File: src/rtl/stream_mux_n_to_1.sv
// stream_mux_n_to_1: N:1 stream selector (direct or round-robin) with registered output and valid/ready handshake
module stream_mux_n_to_1 #(
  parameter int WIDTH  = 32,
  parameter int NUM_IN = 8,
  parameter int SEL_W  = 3
) (
  input  logic                    clk,
  input  logic                    rst_n,
  input  logic [NUM_IN*WIDTH-1:0] in_data,
  input  logic [NUM_IN-1:0]       in_valid,
  output logic [NUM_IN-1:0]       in_ready,
  input  logic [SEL_W-1:0]        sel,
  input  logic                    mode,
  output logic [WIDTH-1:0]        out_data,
  output logic [SEL_W-1:0]        out_src,
  output logic                    out_valid,
  input  logic                    out_ready,
  output logic                    sel_err
);
  logic [WIDTH-1:0] out_data_q, cand_data;
  logic [SEL_W-1:0] out_src_q, rr_ptr_q, rr_ptr_d, cand;
  logic             out_valid_q, sel_err_q, load_en, hit, sel_ok;
  int               best, off;
  assign load_en = !out_valid_q || out_ready;
  assign sel_ok  = 32'(sel) < NUM_IN;
  // Pick this cycle's candidate: the selected index, or the nearest valid input at/after rr_ptr
  always_comb begin
    cand = sel;
    hit  = 1'b0;
    best = NUM_IN;
    off  = 0;
    if (mode) begin
      hit = |in_valid;
      for (int k = 0; k < NUM_IN; k++) begin
        off = k >= int'(rr_ptr_q) ? k - int'(rr_ptr_q) : k + NUM_IN - int'(rr_ptr_q);
        if (in_valid[k] && off < best) begin
          best = off;
          cand = SEL_W'(k);
        end
      end
    end else begin
      for (int k = 0; k < NUM_IN; k++)
        if (sel == SEL_W'(k)) hit = in_valid[k];
    end
  end
  // Steer the winner's data forward and grant ready only to it, never during reset
  always_comb begin
    cand_data = '0;
    in_ready  = '0;
    for (int k = 0; k < NUM_IN; k++) begin
      if (cand == SEL_W'(k)) cand_data = in_data[k*WIDTH +: WIDTH];
      in_ready[k] = rst_n && load_en && hit && cand == SEL_W'(k);
    end
  end
  assign rr_ptr_d = (mode && load_en && hit) ? (cand == SEL_W'(NUM_IN-1) ? '0 : cand + 1'b1) : rr_ptr_q;
  // Output register refills whenever it is empty or being drained; pointer advances past each RR winner
  always_ff @(posedge clk) begin
    if (!rst_n) begin
      out_valid_q <= 1'b0;
      out_data_q  <= '0;
      out_src_q   <= '0;
      sel_err_q   <= 1'b0;
      rr_ptr_q    <= '0;
    end else begin
      if (load_en) begin
        out_valid_q <= hit;
        if (hit) begin
          out_data_q <= cand_data;
          out_src_q  <= cand;
        end
      end
      sel_err_q <= !mode && !sel_ok;
      rr_ptr_q  <= rr_ptr_d;
    end
  end
  assign out_data  = out_data_q;
  assign out_src   = out_src_q;
  assign out_valid = out_valid_q;
  assign sel_err   = sel_err_q;
endmodule
File: config.mk
export PLATFORM = sky130hd
export DESIGN_NAME = stream_mux_n_to_1
export DESIGN_NICKNAME = d
export VERILOG_FILES = /design/src/rtl/stream_mux_n_to_1.sv
export SDC_FILE = /design/constraint.sdc
export NUM_CORES = 1
export LEC_CHECK = 0
export BUFFER_PORTS_ARGS = -buffer_cell sky130_fd_sc_hd__buf_2
export CORE_MARGIN = 5
export CORE_UTILIZATION = 40
export DETAILED_ROUTE_END_ITERATION = 10
export PLACE_DENSITY_LB_ADDON = 0.25
export SLEW_MARGIN = 20
export SYNTH_ARGS = -nofsm -noshare
export SYNTH_HDL_FRONTEND = slang
export SYNTH_SLANG_ARGS = --single-unit
File: constraint.sdc
create_clock -name clk -period 13.2 [get_ports clk]
set_input_delay 1.32 -clock clk [delete_from_list [all_inputs] [get_ports clk]]
set_output_delay 1.32 -clock clk [all_outputs]
set_load 0.01 [all_outputs]
==> results.py <==
metrics = {
    "run_status": {
        "status": "finished, final reports clean",
    },
    "sta": {
        "period_share_pct": 93.0,
        "setup_tns_ns": 0,
        "tightest_slew_ns": 0.894,
        "fin_worst_skew_ns": 0.00721,
        "slew_viol_final": 0,
        "final.min_clock_period_ns": 12.28,
        "rsz0062_at_grt": "false",
        "fmax_mhz": 81.4,
        "final_hold_viol_count": 0,
        "setup_viol": 0,
        "slew_headroom_pct": 40.4,
        "whs_ns": 0.465,
    },
    "hold_path": {
        "min_path_type": "reg2reg",
        "holdPathStages": 2,
        "holdCritStartpoint": "out_src[2]",
        "min_to": "out_src[2]",
    },
    "clock_network": {
        "postCtsSetupRepairBufs": 0,
        "cts_tree": "done",
        "cts.sinks": 39,
        "clk_latency_ns": 0.29,
        "root_buffer": "clkbuf_16",
        "clockBufferDepth": 2,
        "cts.repair.resized": 0,
        "cts_made_buffers": 5,
        "path_clk_slew_ns": 0.06,
        "h-tree-depth": 2,
        "holdBufCountCts": 0,
    },
    "detailed_routing": {
        "via_per_inst": 5.96,
        "num_vias": 8199,
        "first_pass_iters": 5,
        "drtIter0Drc": 627,
        "postRouteAntennaNets": 0,
        "routedWlPerCell_um": 20.2,
        "drc": 0,
        "wirelength_um": 27700,
    },
    "worst_setup_path": {
        "critPathKind": "in2out",
        "crit_fanout": 9,
        "cp.arrival_ns": 10.96,
        "rr_endpoint": "out_data[3]",
        "critPathMaxStageDelay_ns": 0.44,
        "cpMostUsedCell": "ha_1",
        "cp-end-kind": "primary output",
        "rr_worst_depth": 65,
        "crit_family": "compound AO/OA/AOI/OAI gates",
        "start_kind": "primary input",
        "r2r_slack_ns": 1.37,
        "reg2reg_from": "rr_ptr_q[2]",
        "slowest_stage": "or3b_1",
        "worstPathRequired_ns": 11.88,
        "cp.buffers_inverters": 7,
    },
    "floorplan": {
        "fp.dieW_um": 134,
        "core.rowCount": 45,
        "initial_core_util_pct": 40.5,
        "die_y_um": 134,
        "core_um2": 15100,
        "die_area_um2": 17900,
        "ioPinCount": 316,
    },
    "global_route": {
        "grt_overflow": 0,
        "grt_pass1_vias": 7811,
        "grt_start_max_net_pins": 76,
        "globalRouteTotalUtil_pct": 29.0,
        "grt_pass1_wl_um": 41700,
        "antenna_found_initial": 7,
    },
    "synth": {
        "ys_types": 71,
        "netlist_area_um2": 6110,
        "synth.largest_area_cell": "dfxtp_1",
        "synth_top_cell_area_share_pct": 12.8,
        "synth_area_leaders": "dfxtp_1, a21oi_1, o211ai_1, a22oi_1, ha_1",
        "synth_edf_count": 0,
        "synthFlopType": "dfxtp_1",
        "syn_area_per_cell_um2": 7.07,
        "ys_seq_elements": 39,
        "ys_seq_area_share_pct": 12.8,
        "yosysWarnings": 0,
        "synthArstFlopShare_pct": 0,
        "syn_inst": 865,
    },
    "finish": {
        "drive_gt1_share_pct": 35.8,
        "syn_to_final_growth_pct": 36.9,
        "nets": 1493,
    },
    "flow_run": {
        "maxCapViolCount": 0,
    },
    "placement": {
        "place.gp.congestion": 0.980,
        "dp_hpwl_um": 21700,
        "numPortBuffers": 314,
    },
}
-- cell usage in the layout, fill, tap and decap left out, types with 6 or more instances in the layout --
cell type	Yosys	routed
nor2b_1	9	8
buf_2	2	314
nand3b_1	33	33
a21oi_1	121	120
o21ai_0	18	15
o221ai_1	6	6
o21a_1	6	6
nand3_1	6	6
nor3_1	6	6
ha_1	39	36
mux2i_1	37	37
a22oi_1	65	65
nand2_1	96	96
inv_1	26	26
a211o_1	36	36
o211ai_1	69	69
dfxtp_1	39	39
buf_4	1	60
nor2_1	56	53
o22ai_1	32	32
-- cell usage after synthesis, types with 5 or more instances --
library cell and instances:
nand2_1 96, a21oi_1 121, a211o_1 36, a22oi_1 65, nand2b_1 5, clkbuf_1 59, o221ai_1 6, o22ai_1 32
a211oi_1 5, o21a_1 6, nand3b_1 33, ha_1 39, nor3_1 6, o21ai_0 18, buf_6 6, nor2_1 56
o211ai_1 69, nor2b_1 9, nand3_1 6, inv_1 26, dfxtp_1 39, mux2_2 5, mux2i_1 37
-- final cells by class --
cell class              count  area (um^2)
clock inverters             1         5.00
multi-input cells         729         4970
repair buffers            379         2120
inverters                  29          111
diodes                      4         10.0
fillers                  1511         6720
clock buffers               7          133
flip-flops and latches     39          781
well taps                 188          235
-- state kept, by name, indices dropped and copies added, names as in the netlist --
name / cells
out_data: 32
out_src: 3
rr_ptr_q: 3
out_valid: 1
-- worst max-delay path by stage --
stage | slack (ns) | startpoint | to | cells after the start
global route | 0.02 | rr_ptr_q[2] | in_ready[3] | 59
detailed placement | 0.65 | in_valid[0] | in_ready[3] | 54
finish | 0.92 | in_valid[0] | in_ready[3] | 54
CTS | 0.59 | in_valid[0] | in_ready[3] | 54
global placement | 0.90 | in_valid[0] | in_ready[3] | 53
floorplan | 0.08 | rr_ptr_q[1] | in_ready[2] | 59
-- worst reg2reg max path: cells and delay by family, from the launching register on --
| family | cells | cell delay [ns] |
|---|---|---|
| AO/OA/AOI/OAI | 21 | 3.63 |
| multiplexers | 4 | 0.98 |
| XOR/XNOR | 1 | 0.16 |
| buffers and inverters | 11 | 1.69 |
| AND/OR/NAND/NOR | 18 | 2.63 |
| flip-flops | 1 | 0.30 |
| adder cells (fa/ha/maj) | 10 | 2.34 |
-- kinds of logic after synthesis --
logic type | share of synthesized area, %
compound gates | 44.3
xor+xnor | 0.287
fa+ha+maj | 7.98
buf+inv | 7.08
flops | 12.8
mux | 7.72
other cells | 0.0614
simple gates | 19.8
-- metal layers --
layer  global-route usage, %  part of all wire (%)  up-vias
met4                    9.66                   3.1        6
met5                       0                  0.15        -
met2                    49.9                    48      385
li1                        -                     -     3958
met3                    7.21                   9.1       50
met1                    35.3                    39     3800
-- through the flow --
| step | instances | util [%] | setup slack, ns | instance area (um^2) |
|---|---|---|---|---|
| 2_1_floorplan | 869 | - | 0.0842 | 6130 |
| 3_3_place_gp | 1364 | 54.3 | 0.902 | 8190 |
| 3_5_place_dp | 1364 | 54.3 | 0.652 | 8190 |
| 4_1_cts | 1372 | 55.2 | 0.593 | 8330 |
| 5_1_grt | 1376 | 55.4 | 0.0190 | 8370 |
| 6_report | 1376 | 55.4 | 0.922 | 8370 |
Power is left out: the tool's default activity adds up to more than one toggle a clock period on the data nets, which glitch-free logic cannot reach.
